$ cat config.mk
export PLATFORM = sky130hd
export DESIGN_NAME = dram_arbiter
export DESIGN_NICKNAME = d
export VERILOG_FILES = /design/src/rtl/dram_arbiter.sv
export SDC_FILE = /design/constraint.sdc
export NUM_CORES = 1
export LEC_CHECK = 0
export CORE_ASPECT_RATIO = 0.5
export CORE_MARGIN = 8
export CORE_UTILIZATION = 31
export DETAILED_ROUTE_END_ITERATION = 12
export PLACE_DENSITY = 0.66
export SETUP_SLACK_MARGIN = 0.2
export SYNTH_ARGS = -nofsm -noshare
export SYNTH_HDL_FRONTEND = slang
export SYNTH_SLANG_ARGS = --single-unit
export TNS_END_PERCENT = 100
$ cat constraint.sdc
create_clock -name MAIN_CLOCK -period 1.8 [get_ports MAIN_CLOCK]
set_input_delay 0.36 -clock MAIN_CLOCK [delete_from_list [all_inputs] [get_ports MAIN_CLOCK]]
set_output_delay 0.36 -clock MAIN_CLOCK [all_outputs]
set_load 0.005 [all_outputs]
$ cat src/rtl/dram_arbiter.sv
// dram_arbiter: arbitrates a CPU and a host loader/dumper onto one single-port data RAM.
// Optional macro DRAM_ARB_ROUND_ROBIN_EN selects round-robin tie-break; default is fixed CPU priority.
module dram_arbiter #(
  parameter int ADDR_W = 8,
  parameter int DATA_W = 16
) (
  input  logic              MAIN_CLOCK,
  input  logic              RESET,
  input  logic              CPU_REQ,
  input  logic              CPU_WE,
  input  logic [ADDR_W-1:0] CPU_ADDR,
  input  logic [DATA_W-1:0] CPU_WDATA,
  output logic              CPU_GNT,
  output logic              CPU_RVALID,
  output logic [DATA_W-1:0] CPU_RDATA,
  input  logic              HOST_REQ,
  input  logic              HOST_WE,
  input  logic [ADDR_W-1:0] HOST_ADDR,
  input  logic [DATA_W-1:0] HOST_WDATA,
  output logic              HOST_GNT,
  output logic              HOST_RVALID,
  output logic [DATA_W-1:0] HOST_RDATA,
  input  logic              HOST_LOCK,
  output logic [ADDR_W-1:0] RAM_ADDR,
  output logic              RAM_WREN,
  output logic [DATA_W-1:0] RAM_DATA,
  input  logic [DATA_W-1:0] RAM_Q,
  output logic              BUSY
);

  typedef enum logic [1:0] {
    ST_IDLE   = 2'd0,
    ST_ACCESS = 2'd1,
    ST_RETURN = 2'd2
  } state_t;

  state_t            state_q, state_d;
  logic              who_q, who_d;            // 1: host owns the current access
  logic              we_q, we_d;
  logic [ADDR_W-1:0] addr_q, addr_d;
  logic [DATA_W-1:0] wdata_q, wdata_d;
  logic              wren_q, wren_d;
  logic              cpu_gnt_q, cpu_gnt_d;
  logic              host_gnt_q, host_gnt_d;
  logic              cpu_rvalid_q, cpu_rvalid_d;
  logic              host_rvalid_q, host_rvalid_d;
  logic [DATA_W-1:0] cpu_rdata_q, cpu_rdata_d;
  logic [DATA_W-1:0] host_rdata_q, host_rdata_d;

  logic cpu_elig_s, host_elig_s, tie_host_s, pick_host_s, start_s;

  assign cpu_elig_s  = CPU_REQ & ~HOST_LOCK;
  assign host_elig_s = HOST_REQ;
  assign start_s     = (state_q == ST_IDLE) && (cpu_elig_s || host_elig_s);

`ifdef DRAM_ARB_ROUND_ROBIN_EN
  logic prio_host_q, prio_host_d;

  // Pointer favours whoever was not granted last.
  always_comb begin
    prio_host_d = prio_host_q;
    if (start_s) begin
      prio_host_d = ~pick_host_s;
    end else begin
      prio_host_d = prio_host_q;
    end
  end

  // Round-robin pointer register; reset favours the CPU.
  always_ff @(posedge MAIN_CLOCK) begin
    if (RESET) begin
      prio_host_q <= 1'b0;
    end else begin
      prio_host_q <= prio_host_d;
    end
  end

  assign tie_host_s = prio_host_q;
`else
  assign tie_host_s = 1'b0;
`endif

  // Winner selection among eligible requesters.
  always_comb begin
    pick_host_s = 1'b0;
    if (host_elig_s && cpu_elig_s) begin
      pick_host_s = tie_host_s;
    end else begin
      pick_host_s = host_elig_s;
    end
  end

  // State register plus all registered outputs.
  always_ff @(posedge MAIN_CLOCK) begin
    if (RESET) begin
      state_q       <= ST_IDLE;
      who_q         <= 1'b0;
      we_q          <= 1'b0;
      addr_q        <= '0;
      wdata_q       <= '0;
      wren_q        <= 1'b0;
      cpu_gnt_q     <= 1'b0;
      host_gnt_q    <= 1'b0;
      cpu_rvalid_q  <= 1'b0;
      host_rvalid_q <= 1'b0;
      cpu_rdata_q   <= '0;
      host_rdata_q  <= '0;
    end else begin
      state_q       <= state_d;
      who_q         <= who_d;
      we_q          <= we_d;
      addr_q        <= addr_d;
      wdata_q       <= wdata_d;
      wren_q        <= wren_d;
      cpu_gnt_q     <= cpu_gnt_d;
      host_gnt_q    <= host_gnt_d;
      cpu_rvalid_q  <= cpu_rvalid_d;
      host_rvalid_q <= host_rvalid_d;
      cpu_rdata_q   <= cpu_rdata_d;
      host_rdata_q  <= host_rdata_d;
    end
  end

  // Next-state logic.
  always_comb begin
    state_d = state_q;
    case (state_q)
      ST_IDLE:   state_d = start_s ? ST_ACCESS : ST_IDLE;
      ST_ACCESS: state_d = we_q ? ST_IDLE : ST_RETURN;
      ST_RETURN: state_d = ST_IDLE;
      default:   state_d = ST_IDLE;
    endcase
  end

  // Output next values: grant/RAM drive are set up on the IDLE->ACCESS edge so they show during ACCESS.
  always_comb begin
    who_d         = who_q;
    we_d          = we_q;
    addr_d        = addr_q;
    wdata_d       = wdata_q;
    wren_d        = 1'b0;
    cpu_gnt_d     = 1'b0;
    host_gnt_d    = 1'b0;
    cpu_rvalid_d  = 1'b0;
    host_rvalid_d = 1'b0;
    cpu_rdata_d   = cpu_rdata_q;
    host_rdata_d  = host_rdata_q;
    if (start_s) begin
      who_d = pick_host_s;
      if (pick_host_s) begin
        we_d       = HOST_WE;
        addr_d     = HOST_ADDR;
        wdata_d    = HOST_WDATA;
        wren_d     = HOST_WE;
        host_gnt_d = 1'b1;
      end else begin
        we_d      = CPU_WE;
        addr_d    = CPU_ADDR;
        wdata_d   = CPU_WDATA;
        wren_d    = CPU_WE;
        cpu_gnt_d = 1'b1;
      end
    end else if (state_q == ST_RETURN) begin
      if (who_q) begin
        host_rvalid_d = 1'b1;
        host_rdata_d  = RAM_Q;
      end else begin
        cpu_rvalid_d = 1'b1;
        cpu_rdata_d  = RAM_Q;
      end
    end else begin
      who_d = who_q;
    end
  end

  assign CPU_GNT     = cpu_gnt_q;
  assign HOST_GNT    = host_gnt_q;
  assign CPU_RVALID  = cpu_rvalid_q;
  assign HOST_RVALID = host_rvalid_q;
  assign CPU_RDATA   = cpu_rdata_q;
  assign HOST_RDATA  = host_rdata_q;
  assign RAM_ADDR    = addr_q;
  assign RAM_DATA    = wdata_q;
  assign RAM_WREN    = wren_q;
  assign BUSY        = (state_q != ST_IDLE);

endmodule

==> reports/metrics.yaml <==
cts:
  cts_num_sinks: 65
  clock_latency_ns: 0.32
  htree_levels: 3
  hold_buffers: 0
  cts_tree: "yes"
  cts.clk_slew.worst_paths_ns: 0.05
  cts_buffers: 9
  cts_buffer_depth: 2
  cts_root_buf: "clkbuf_16"
setup_path:
  crit_chain: "clkdlybuf4s50_1"
  end_kind: "output port"
  arrival_ns: 1.19
  rr_worst_depth: 5
  cp_max_fo: 2
  cp.required_ns: 1.44
  rr_startpoint: "state_q[1]"
  path_class: "flip-flop to output port"
  cpLargestDelayFamily: "buffers and inverters"
  path_buf_inv: 1
  rrSetupSlack_ns: 0.31
  rr_endpoint: "RAM_ADDR[6]"
  crit_path_top_delay_cell: "clkdlybuf4s50_1"
  startpoint_type: "flip-flop"
  slowest_delay_ns: 0.51
hold_path:
  worstHoldEndpoint: "RAM_WREN"
  hp-start: "RESET"
  worstHoldPathType: "input pin to flip-flop"
  whs_path_depth: 3
finish:
  diodes: 0
  nets: 513
  drive_above_1_share: 0.0872
  n_fill_cell: 769
  final_cells: 559
  area_delta_synth_final_pct: 72.9
routing:
  drc: 0
  wl_per_cell_um: 14.3
  via_count: 2499
  ant_nets: 0
  drt-initial-drc-count: 101
  vias_per_cell: 4.47
  drt-total-wl_um: 7970
  drt_first_pass_iters: 4
timing:
  finalSetupViolations: 0
  skew_ns: 0.00456
  rsz0062_at_grt: "false"
  hold_viol_final: 0
  fin_crit_ns: 1.55
  whs_ns: 0.380
  finalCritPeriodShare: 0.861
  max_slew_margin: 0.789
  worstMarginPinSlew_ns: 0.316
  max_freq_mhz: 645
  slew_violations: 0
floorplanning:
  initial_core_util: 0.317
  die_w_um: 144
  coreArea_um2: 7970
  die_y_um: 79.9
  rows: 23
  die-area_um2: 11500
  ios: 133
global_routing:
  grt_use_total: 0.137
  antenna_found_initial: 0
  grt_pass1_wl_um: 12300
  grt_max_degree: 32
  first_global_vias: 2396
  gr-total-overflow: 0
yosys:
  ys_warn_count: 0
  async_reset_ff_frac: 0
  synth_common_cells: "dfxtp_1 (65), nand2_1 (65), a21oi_1 (33)"
  netlist-cell-type-count: 25
  ys_seq_area_frac: 0.515
  ys_ff_latch: 65
  syn-cell-area_um2: 2530
  synth_nets: 376
  synth-main-ff-cell: "dfxtp_1"
  synth_largest_area_cell: "dfxtp_1"
  synthTopCellsByArea: "dfxtp_1 (51%), nand2_1 (9.6%), a221oi_1 (8.7%)"
  synth_cells: 305
  synth_top_area_share: 0.515
  avgSynthCellArea_um2: 8.29
  synth-edff-count: 0
placement:
  portBuffers: 132
  dpl.cell_count: 542
  hpwl_um: 5770
  place_congestion: 0.711
power:
  total_power_w: 0.00411
  p_per_area_nw_per_um2: 940
  peakVddDrop_uv: 419
  leakage_nw: 1.70
run:
  max-cap-violations: 0
run_status:
  status: "finished clean"
[layer usage]
| layer | wire length [µm] | vias to the layer above | GRT usage | part of all wire |
|---|---|---|---|---|
| li1 | - | 1280 | - | - |
| met1 | 3310 | 1134 | 0.160 | 0.42 |
| met2 | 3930 | 76 | 0.229 | 0.49 |
| met3 | 636 | 9 | 0.0543 | 0.080 |
| met4 | 97 | 0 | 0.0437 | 0.012 |
| met5 | 0 | - | 0 | 0 |
[power breakdown]
| group | switching, W | internal (W) | total, W |
|---|---|---|---|
| Sequential | 0.0000538 | 0.00154 | 0.00160 |
| Combinational | 0.000232 | 0.000408 | 0.000640 |
| Clock | 0.000624 | 0.00125 | 0.00188 |
| Total | 0.000910 | 0.00320 | 0.00411 |
[layout make-up]
type | count | area [µm²] | area share
repair buffers | 147 | 1470 | 0.336
flip-flops and latches | 65 | 1310 | 0.299
multi-input cells | 192 | 1030 | 0.235
clock buffers | 10 | 239 | 0.0546
well taps | 112 | 140 | 0.0320
inverters | 27 | 101 | 0.0232
clock inverters | 6 | 90.1 | 0.0206
[logic make-up after synthesis]
family | synth area share
simple gates | 0.240
compound gates | 0.160
buf+inv | 0.0856
flops | 0.515
[how the worst max path moves through the flow]
stage	startpoint	to	slack, ns	cells past startpoint
final	CPU_RDATA[5]	CPU_RDATA[5]	0.25	1
after floorplan	state_q[0]	RAM_ADDR[6]	0.39	5
after CTS	RAM_DATA[15]	RAM_DATA[15]	0.23	1
after detailed placement	CPU_REQ	RAM_DATA[2]	-0.03	5
after global placement	CPU_REQ	RAM_DATA[6]	0.005	5
after global routing	RAM_DATA[14]	RAM_DATA[14]	0.20	1
[layout by cell type, fill, tap and decap left out, types with 2 or more instances in the layout]
master | netlist | routed
a21oi_1 | 33 | 33
a221oi_1 | 25 | 25
and3_1 | 2 | 2
buf_12 | 0 | 3
buf_4 | 0 | 12
bufinv_16 | 0 | 2
clkbuf_16 | 0 | 9
clkdlybuf4s50_1 | 0 | 129
dfxtp_1 | 65 | 63
dfxtp_4 | 0 | 2
inv_1 | 27 | 27
nand2_1 | 65 | 65
nand2b_1 | 26 | 26
nor2_1 | 28 | 27
[per-stage QoR]
stage | utilization | cell area (µm²) | setup TNS (ns) | worst slack (ns)
2_1_floorplan | - | 2530 | 0 | 0.391
3_3_place_gp | 0.504 | 4020 | 0 | 0.00543
3_5_place_dp | 0.504 | 4020 | -0.371 | -0.0264
4_1_cts | 0.548 | 4370 | 0 | 0.231
5_1_grt | 0.549 | 4370 | 0 | 0.202
6_report | 0.549 | 4370 | 0 | 0.250
[registers in the layout (all words and copies together), names as in the netlist, 2 cells and up]
name / count
CPU_RDATA: 16
HOST_RDATA: 16
RAM_ADDR: 8
RAM_DATA: 16
state_q: 2
[repair_timing]
| item | 4_1_cts | 5_1_grt |
|---|---|---|
| gates cloned | 0 | 0 |
| gates resized for setup | 7 | 2 |
| buffers inserted | 1 | 0 |
| endpoints found under the setup margin | 1 | 2 |
(Power assumes the default switching activity.)
